**config.mk**
```make
export PLATFORM = sky130hd
export DESIGN_NAME = mem_arbiter
export DESIGN_NICKNAME = d
export VERILOG_FILES = /design/src/rtl/mem_arbiter_pkg.sv /design/src/rtl/mem_arbiter_arb_pick2.sv /design/src/rtl/mem_arbiter.sv
export SDC_FILE = /design/constraint.sdc
export NUM_CORES = 1
export LEC_CHECK = 0
export ABC_AREA = 0
export BUFFER_PORTS_ARGS = -buffer_cell sky130_fd_sc_hd__buf_2
export CAP_MARGIN = 10
export CORE_UTILIZATION = 43
export DETAILED_ROUTE_END_ITERATION = 6
export HOLD_SLACK_MARGIN = 0.15
export PLACE_DENSITY = 0.75
export SYNTH_ARGS = -nofsm -noshare
export SYNTH_HDL_FRONTEND = slang
export SYNTH_SLANG_ARGS = --single-unit
```
**constraint.sdc**
```tcl
create_clock -name clk -period 3.9 [get_ports clk]
set_clock_uncertainty 0.1 [all_clocks]
set_input_delay 0.585 -clock clk [delete_from_list [all_inputs] [get_ports clk]]
set_output_delay 0.585 -clock clk [all_outputs]
set_load 0.01 [all_outputs]
```
**src/rtl/mem_arbiter_pkg.sv**
```systemverilog
// ---------------------------------------------------------------------------
// mem_arbiter_pkg
// Shared definitions for the fetch/data memory arbiter: data-path width,
// arbiter state encoding, last-grant encoding and the fetch address
// alignment helper.
// ---------------------------------------------------------------------------
package mem_arbiter_pkg;

   localparam int DATA_W = 16;

   typedef enum logic [1:0] {
      ST_IDLE   = 2'd0,
      ST_FETCH  = 2'd1,
      ST_DATA   = 2'd2,
      ST_HALTED = 2'd3
   } arb_state_t;

   typedef enum logic {
      GNT_FETCH = 1'b0,
      GNT_DATA  = 1'b1
   } grant_t;

   // Instruction fetches are halfword aligned: bit 0 of the fetch address
   // never reaches the memory port.
   function automatic logic [DATA_W-1:0] fetch_align(input logic [DATA_W-1:0] addr);
      return addr & {{(DATA_W-1){1'b1}}, 1'b0};
   endfunction

endpackage

```
**src/rtl/mem_arbiter_arb_pick2.sv**
```systemverilog
// ---------------------------------------------------------------------------
// arb_pick2
// Combinational two-requester pick between the data port and the fetch port.
// Data normally wins; when the previous grant went to data and a fetch is
// waiting, the fetch wins so the instruction stream cannot be starved.
//
// Ports
//   req_d     in   data request (already masked by the caller)
//   req_f     in   fetch request (already masked by the caller)
//   last_data in   previous grant went to the data port
//   gnt_d     out  grant data
//   gnt_f     out  grant fetch
// ---------------------------------------------------------------------------
module arb_pick2 (
   input  logic req_d,
   input  logic req_f,
   input  logic last_data,
   output logic gnt_d,
   output logic gnt_f
);

   assign gnt_f = req_f & (~req_d | last_data);
   assign gnt_d = req_d & ~gnt_f;

endmodule

```
**src/rtl/mem_arbiter.sv**
```systemverilog
// ---------------------------------------------------------------------------
// mem_arbiter
// Shares one single-outstanding memory port between an instruction fetch
// requester and a data load/store requester. One access is in flight at a
// time; completion is signalled by mem_done and turned into a registered
// one-cycle valid pulse with registered read data. A decoded halt parks the
// arbiter until reset.
//
// Ports
//   clk, rst              clock, asynchronous active-high reset
//   if_req, if_addr       fetch request (held until if_valid) and address
//   d_rd, d_wr            data read / write request (held until d_valid)
//   d_addr, d_wdata       data address and store data
//   halt                  halt decoded (level)
//   mem_req, mem_wr       memory strobe and write enable
//   mem_addr, mem_wdata   memory address and write data
//   mem_done, mem_rdata   memory completion pulse and read data
//   if_valid, if_data     fetch completion pulse and fetched word
//   d_valid, d_rdata      data completion pulse and load data
//   stall                 combinational pipeline stall
//   err                   pulse on misaligned or rd+wr data access
//   halted                arbiter parked
// ---------------------------------------------------------------------------
module mem_arbiter
   import mem_arbiter_pkg::*;
(
   input  logic              clk,
   input  logic              rst,
   input  logic              if_req,
   input  logic [DATA_W-1:0] if_addr,
   input  logic              d_rd,
   input  logic              d_wr,
   input  logic [DATA_W-1:0] d_addr,
   input  logic [DATA_W-1:0] d_wdata,
   input  logic              halt,
   output logic              mem_req,
   output logic              mem_wr,
   output logic [DATA_W-1:0] mem_addr,
   output logic [DATA_W-1:0] mem_wdata,
   input  logic              mem_done,
   input  logic [DATA_W-1:0] mem_rdata,
   output logic              if_valid,
   output logic [DATA_W-1:0] if_data,
   output logic              d_valid,
   output logic [DATA_W-1:0] d_rdata,
   output logic              stall,
   output logic              err,
   output logic              halted
);

   arb_state_t state;
   grant_t     last_grant;
   logic       pair_err;   // in-flight data access was issued with rd and wr both high
   logic       req_d;
   logic       req_f;
   logic       gnt_d;
   logic       gnt_f;

   // A requester whose valid is pulsing this cycle is still holding its old
   // request; mask it so the same access is not issued twice. Halt removes
   // fetches from arbitration entirely.
   assign req_d = (d_rd | d_wr) & ~d_valid;
   assign req_f = if_req & ~if_valid & ~halt;

   arb_pick2 u_pick (
      .req_d     (req_d),
      .req_f     (req_f),
      .last_data (last_grant == GNT_DATA),
      .gnt_d     (gnt_d),
      .gnt_f     (gnt_f)
   );

   assign stall = (if_req & ~if_valid) | ((d_rd | d_wr) & ~d_valid);

   always_ff @(posedge clk or posedge rst) begin
      if (rst) begin
         state      <= ST_IDLE;
         last_grant <= GNT_FETCH;
         pair_err   <= 1'b0;
         mem_req    <= 1'b0;
         mem_wr     <= 1'b0;
         mem_addr   <= '0;
         mem_wdata  <= '0;
         if_valid   <= 1'b0;
         if_data    <= '0;
         d_valid    <= 1'b0;
         d_rdata    <= '0;
         err        <= 1'b0;
         halted     <= 1'b0;
      end else begin
         if_valid <= 1'b0;
         d_valid  <= 1'b0;
         err      <= 1'b0;
         case (state)
            ST_IDLE: begin
               // mem_done here belongs to nobody (stale or spurious) and is dropped.
               if (gnt_d) begin
                  last_grant <= GNT_DATA;
                  if (d_addr[0]) begin
                     // Misaligned: answer immediately without touching memory.
                     d_valid <= 1'b1;
                     err     <= 1'b1;
                  end else begin
                     state     <= ST_DATA;
                     mem_req   <= 1'b1;
                     mem_wr    <= d_wr;
                     mem_addr  <= d_addr;
                     mem_wdata <= d_wdata;
                     pair_err  <= d_rd & d_wr;
                  end
               end else if (gnt_f) begin
                  last_grant <= GNT_FETCH;
                  state      <= ST_FETCH;
                  mem_req    <= 1'b1;
                  mem_wr     <= 1'b0;
                  mem_addr   <= fetch_align(if_addr);
               end else if (halt) begin
                  state  <= ST_HALTED;
                  halted <= 1'b1;
               end
            end
            ST_FETCH: begin
               if (mem_done) begin
                  state    <= ST_IDLE;
                  mem_req  <= 1'b0;
                  if_valid <= 1'b1;
                  if_data  <= mem_rdata;
               end
            end
            ST_DATA: begin
               if (mem_done) begin
                  state   <= ST_IDLE;
                  mem_req <= 1'b0;
                  mem_wr  <= 1'b0;
                  d_valid <= 1'b1;
                  err     <= pair_err;
                  if (!mem_wr) d_rdata <= mem_rdata;
               end
            end
            default: begin
               // Parked: everything is ignored until reset.
            end
         endcase
      end
   end

endmodule

```
Yosys cells after proc, flatten, opt, wreduce, memory -nomap -nowiden. Index checks and enable logic that the tools add are counted.

Register bits: 74. Bits of input ports: 71. Output and inout bits: 71.

Reduce and logical (&&, ||, !) cells: 14. Eq/ne operators: 8. Bitwise logic cells: 17. Mux-type cells: 26.

Operators by type and width (count): 2-to-1 mux 16 bit (3); AND reduction 4 bit (4); 2-to-1 mux 1 bit (13); 2-to-1 mux 2 bit (5); AND reduction 3 bit (3); inverter 1 bit (8); case mux 1 bit (2 select lines) (4); AND 1 bit (6); nonzero test 2 bit (3); inequality test 2 bit, second input constant (2); inequality test 4 x 3 -> 1 bit, second input constant (1); case mux 2 bit (2 select lines) (1); AND reduction 2 bit (2); inequality test 3 x 2 -> 1 bit, second input constant (1); inequality test 3 bit, second input constant (1); bitwise OR 1 bit (3); == test 2 x 1 -> 1 bit, second input constant (1); == test 2 bit, second input constant (1); zero test 2 bit (1); inequality test 2 x 1 -> 1 bit, second input constant (1); OR reduction 2 bit (1).

Longest topological paths before layout.
Depth after elaboration: 9. Mapped depth: 7.

By module. A second synthesis with hierarchy kept.

Cells, all modules: 215. Area, all modules: 3234.4 µm².

By module, submodules not included: mem_arbiter (instances 1, seq. area each 1826.8 µm², cells an instance 212, area each 3215.6 µm²); arb_pick2 (instances 1, seq. area each 0.0 µm², cells an instance 3, area each 18.8 µm²).

Least setup slack after synthesis. No wires, ideal clock.

Path type: input port to flip-flop. Start: input port halt. End: register mem_wdata[0]. Path buffers: 1. Stages on the path: 4. Path slack: 1839 ps. Arrival: 1836 ps. Cell sequence: and4bb_4 nor4b_4 buf_6 mux2_2.

Word-level cells in the longest chain between the ends: 6.

Ends and longest elaborated chain: from (decl) (RTL line mem_arbiter.sv:35) `input logic halt,`; inverter 1 bit (RTL line mem_arbiter.sv:63) `assign req_f = if_req & ~if_valid & ~halt;`; AND 1 bit (RTL line mem_arbiter.sv:63); AND 1 bit (RTL line mem_arbiter_arb_pick2.sv:22) `assign gnt_f = req_f & (~req_d | last_data);`; inverter 1 bit (RTL line mem_arbiter_arb_pick2.sv:23) `assign gnt_d = req_d & ~gnt_f;`; AND 1 bit (RTL line mem_arbiter_arb_pick2.sv:23); AND reduction 3 bit (no line); to (signal assigned) (RTL line mem_arbiter.sv:108) `mem_wdata <= d_wdata;`; to (decl) (RTL line mem_arbiter.sv:39) `output logic [DATA_W-1:0] mem_wdata,`.

Every way passes these cells. A chain may end at the register's enable or synchronous reset.

Worst setup path in the final report.
Start: register state[0]. End: register mem_addr[8].

Word-level cells in the longest chain between the ends: 2.

Ends and longest elaborated chain: from (decl) (RTL line mem_arbiter.sv:51) `arb_state_t state;`; from (signal assigned) (RTL line mem_arbiter.sv:77) `state <= ST_IDLE;`; from (signal assigned) (RTL line mem_arbiter.sv:104) `state <= ST_DATA;`; from (signal assigned) (RTL line mem_arbiter.sv:113) `state <= ST_FETCH;`; zero test 2 bit (RTL line mem_arbiter.sv:94) `case (state)`; AND reduction 3 bit (no line); to (signal assigned) (RTL line mem_arbiter.sv:107) `mem_addr <= d_addr;`; to (signal assigned) (RTL line mem_arbiter.sv:116) `mem_addr <= fetch_align(if_addr);`; to (decl) (RTL line mem_arbiter.sv:38) `output logic [DATA_W-1:0] mem_addr,`.

Every way passes these cells.

==> results.yml <==
cts:
  cts_tree: "built"
  clock_latency_ps: 330
  clk_pin_slew_ps: 70
  clkSinkCount: 73
  cts_setup_buffers: 0
  htree_num_levels: 3
  cts_resized: 0
  clk_path_buf_depth: 2
  hold_buffers: 0
  cts_root_buf: "clkbuf_8"
  cts_buffers: 9
finish:
  multiInputGateArea_sq_mm: 0.00127
  area_growth_pct: 30.7
  nets: 435
  fillers: 592
  seqCellArea_sq_mm: 0.00183
  drive_gt1_share_pct: 66.4
  antenna_cells: 0
sta:
  tns_ps: 0
  setup_violations: 0
  whs_ps: 345
  grt_setup_unrepaired: "false"
  tightest_slew_ps: 898
  drv_slew: 0
  finalHoldViolations: 0
  max-slew-margin-rel_pct: 40.0
  min_period_over_period_pct: 58.1
  final.min_clock_period_ps: 2270
  timing.fmax_ghz: 0.441
power:
  clkPwrFrac_pct: 17.6
  p_leak_nw: 2.01
  p_switching_mw: 1.10
  p_per_area_mw_per_mm2: 796
  internal-power_mw: 2.19
  swShare_pct: 33.5
  p_seq_share_pct: 39.7
  peakVddDrop_v: 0.000345
  comb_power_share_pct: 42.7
die:
  die_area_sq_mm: 0.00772
  die_w_um: 87.9
  pin_count: 142
  start_util_pct: 45.7
  die_h_um: 87.9
  core_sq_mm: 0.00694
  std_cell_rows: 30
global_routing:
  grt_usage_pct: 16.8
  grt_pass1_vias: 2171
  grt-ovfl-total: 0
  grt_pass1_wl_um: 9810
  antenna_found_initial: 0
  grt_max_degree: 46
synthesis:
  synthAdderAreaFrac_pct: 1.18
  synth_fp_nets: 291
  muxShareOfSynthArea_pct: 27.7
  synthSimpleGateAreaFrac_pct: 5.80
  synth_flop_cell: "dfrtp_1"
  ys_types: 38
  seq_area_frac_synth_pct: 57.6
  synth_compound_area_share_pct: 5.29
  synth_top_cells_by_count: "78 x mux2_2, 73 x dfrtp_1, 7 x nand2_1"
  synth_area_sq_mm: 0.00317
  synth_xor_area_share_pct: 0
  avgSynthCellArea_sq_um: 14.6
  synth_edf_count: 0
  synth_top_cells_by_area: "dfrtp_1 58%, mux2_2 28%, ha_1 1.2%"
  synth-async-reset-ratio_pct: 100
  synth_seq_cells: 73
  yosysMostFrequentCell: "mux2_2"
  yosys.area.top_type: "dfrtp_1"
  synthCells: 217
  yosysTopAreaCellShare_pct: 57.6
  synth_top_family_by_area: "multiplexers"
  ys_warn_count: 0
routing:
  wl_per_cell_um: 13.5
  drc: 0
  vias: 2252
  via_per_inst: 4.87
  drt_iter0_drc: 41
  dr.pass1.iters: 4
  wl_um: 6220
  drtAntennaViolNets: 0
critical_path:
  worstPathCellList: "inv_1, ha_1, a21boi_2, mux2_2"
  crit_type: "reg2reg"
  worstReg2RegStart: "state[0]$_DFFE_PP0P_"
  critical_path.top_delay_family: "compound AO/OA/AOI/OAI gates"
  critPathLaunchType: "flop"
  ff2ff_path_depth: 4
  arrival_ps: 2380
  r2r-end: "mem_addr[8]$_DFFE_PP0P_"
  critPathSlowestCell: "a21boi_2"
  worst-path-buf-inv: 1
  critPathCaptureType: "flop"
  path_max_fanout: 15
  reg2reg_slack_ps: 1630
  crit_required_ps: 4010
  slowest_delay_ps: 730
placement:
  io_buffers: 139
  place.gp.congestion: 0.729
  dp_hpwl_um: 4610
job:
  maxCapViolations: 0
worst_hold_path:
  min_path_type: "in2async"
outcome:
  status: "finished, final reports clean"
state kept, by name, summed over array words and instances (netlist names):
signal / count
pair_err: 1
state: 2
if_valid: 1
err: 1
if_data: 16
d_rdata: 16
mem_req: 1
last_grant: 1
d_valid: 1
mem_wdata: 16
halted: 1
mem_addr: 15
mem_wr: 1
cell usage in the layout (no fill, tap or decap), drive strengths merged:
cell,n
o31ai,1
buf,141
a21oi,2
o21bai,1
clkinv,2
a21o,1
nand2b,4
nor4b,1
o21ba,1
or3,1
o211ai,2
a211o,1
inv,5
dfrtp,73
a21boi,2
clkbuf,11
clkinvlp,2
bufinv,1
nand2,7
or4,1
mux2,78
and4bb,1
o21a,1
and4,1
nand3,2
a32o,2
o311ai,1
nor2b,3
o21ai,5
ha,3
and2,1
a31oi,1
conb,1
nor3b,2
or2,1
nor2,3
per-stage QoR:
stage	power [mW]	setup WS [ps]	area (sq um)	cells	util, %
2_1_floorplan	2.23	1360	3170	217	-
3_3_place_gp	2.71	1470	3950	446	56.8
3_5_place_dp	2.75	1430	3950	446	56.8
4_1_cts	3.34	1610	4140	462	59.7
5_1_grt	3.53	1490	4140	462	59.7
6_report	3.30	1630	4140	462	59.7
worst max-delay path by stage:
stage / from / end / slack, ps / depth (start not counted)
final: state[0]$_DFFE_PP0P_ / mem_addr[8]$_DFFE_PP0P_ / 1630 / 4
after global routing: state[0]$_DFFE_PP0P_ / mem_addr[8]$_DFFE_PP0P_ / 1490 / 4
after CTS: state[0]$_DFFE_PP0P_ / mem_addr[8]$_DFFE_PP0P_ / 1610 / 4
after detailed placement: halt / mem_addr[6]$_DFFE_PP0P_ / 1430 / 5
after global placement: halt / mem_addr[15]$_DFFE_PP0P_ / 1470 / 5
after floorplan: rst / d_rdata[0]$_DFFE_PP0P_ / 1360 / 1
layout make-up:
class	count	share of cell area [%]
inverter	5	0.453
timing repair buffer	141	17.1
clock inverter	5	1.33
tap	96	2.90
sequential	73	44.1
clock buffer	11	3.41
multi-input combinational	131	30.7
worst register-to-register path, cell delays in order (launching register included):
cell      delay, ps
dfrtp_1         410
inv_1            90
ha_1            400
a21boi_2        730
mux2_2          420
power by group through the flow:
stage | registers [mW] | logic (mW) | clock network [mW]
floorplan | 1.49 | 0.740 | 0
global placement | 1.31 | 1.40 | 0
detailed placement | 1.33 | 1.43 | 0
CTS | 1.31 | 1.43 | 0.598
global route | 1.36 | 1.54 | 0.631
finish | 1.31 | 1.41 | 0.580
logic make-up after synthesis:
kind of cell | Yosys count
mux | 78
flops | 73
buf+inv | 13
other cells | 1
simple gates | 28
fa+ha+maj | 3
compound gates | 21
routing by layer:
metal	track usage, %	vias to the layer above	share of wire, %
li1	-	1062	-
met1	19.2	1085	43
met3	5.00	9	7.8
met4	6.71	0	1.4
met2	29.3	96	48
met5	0	-	0
Note: power is estimated with default switching activity, not from simulation.
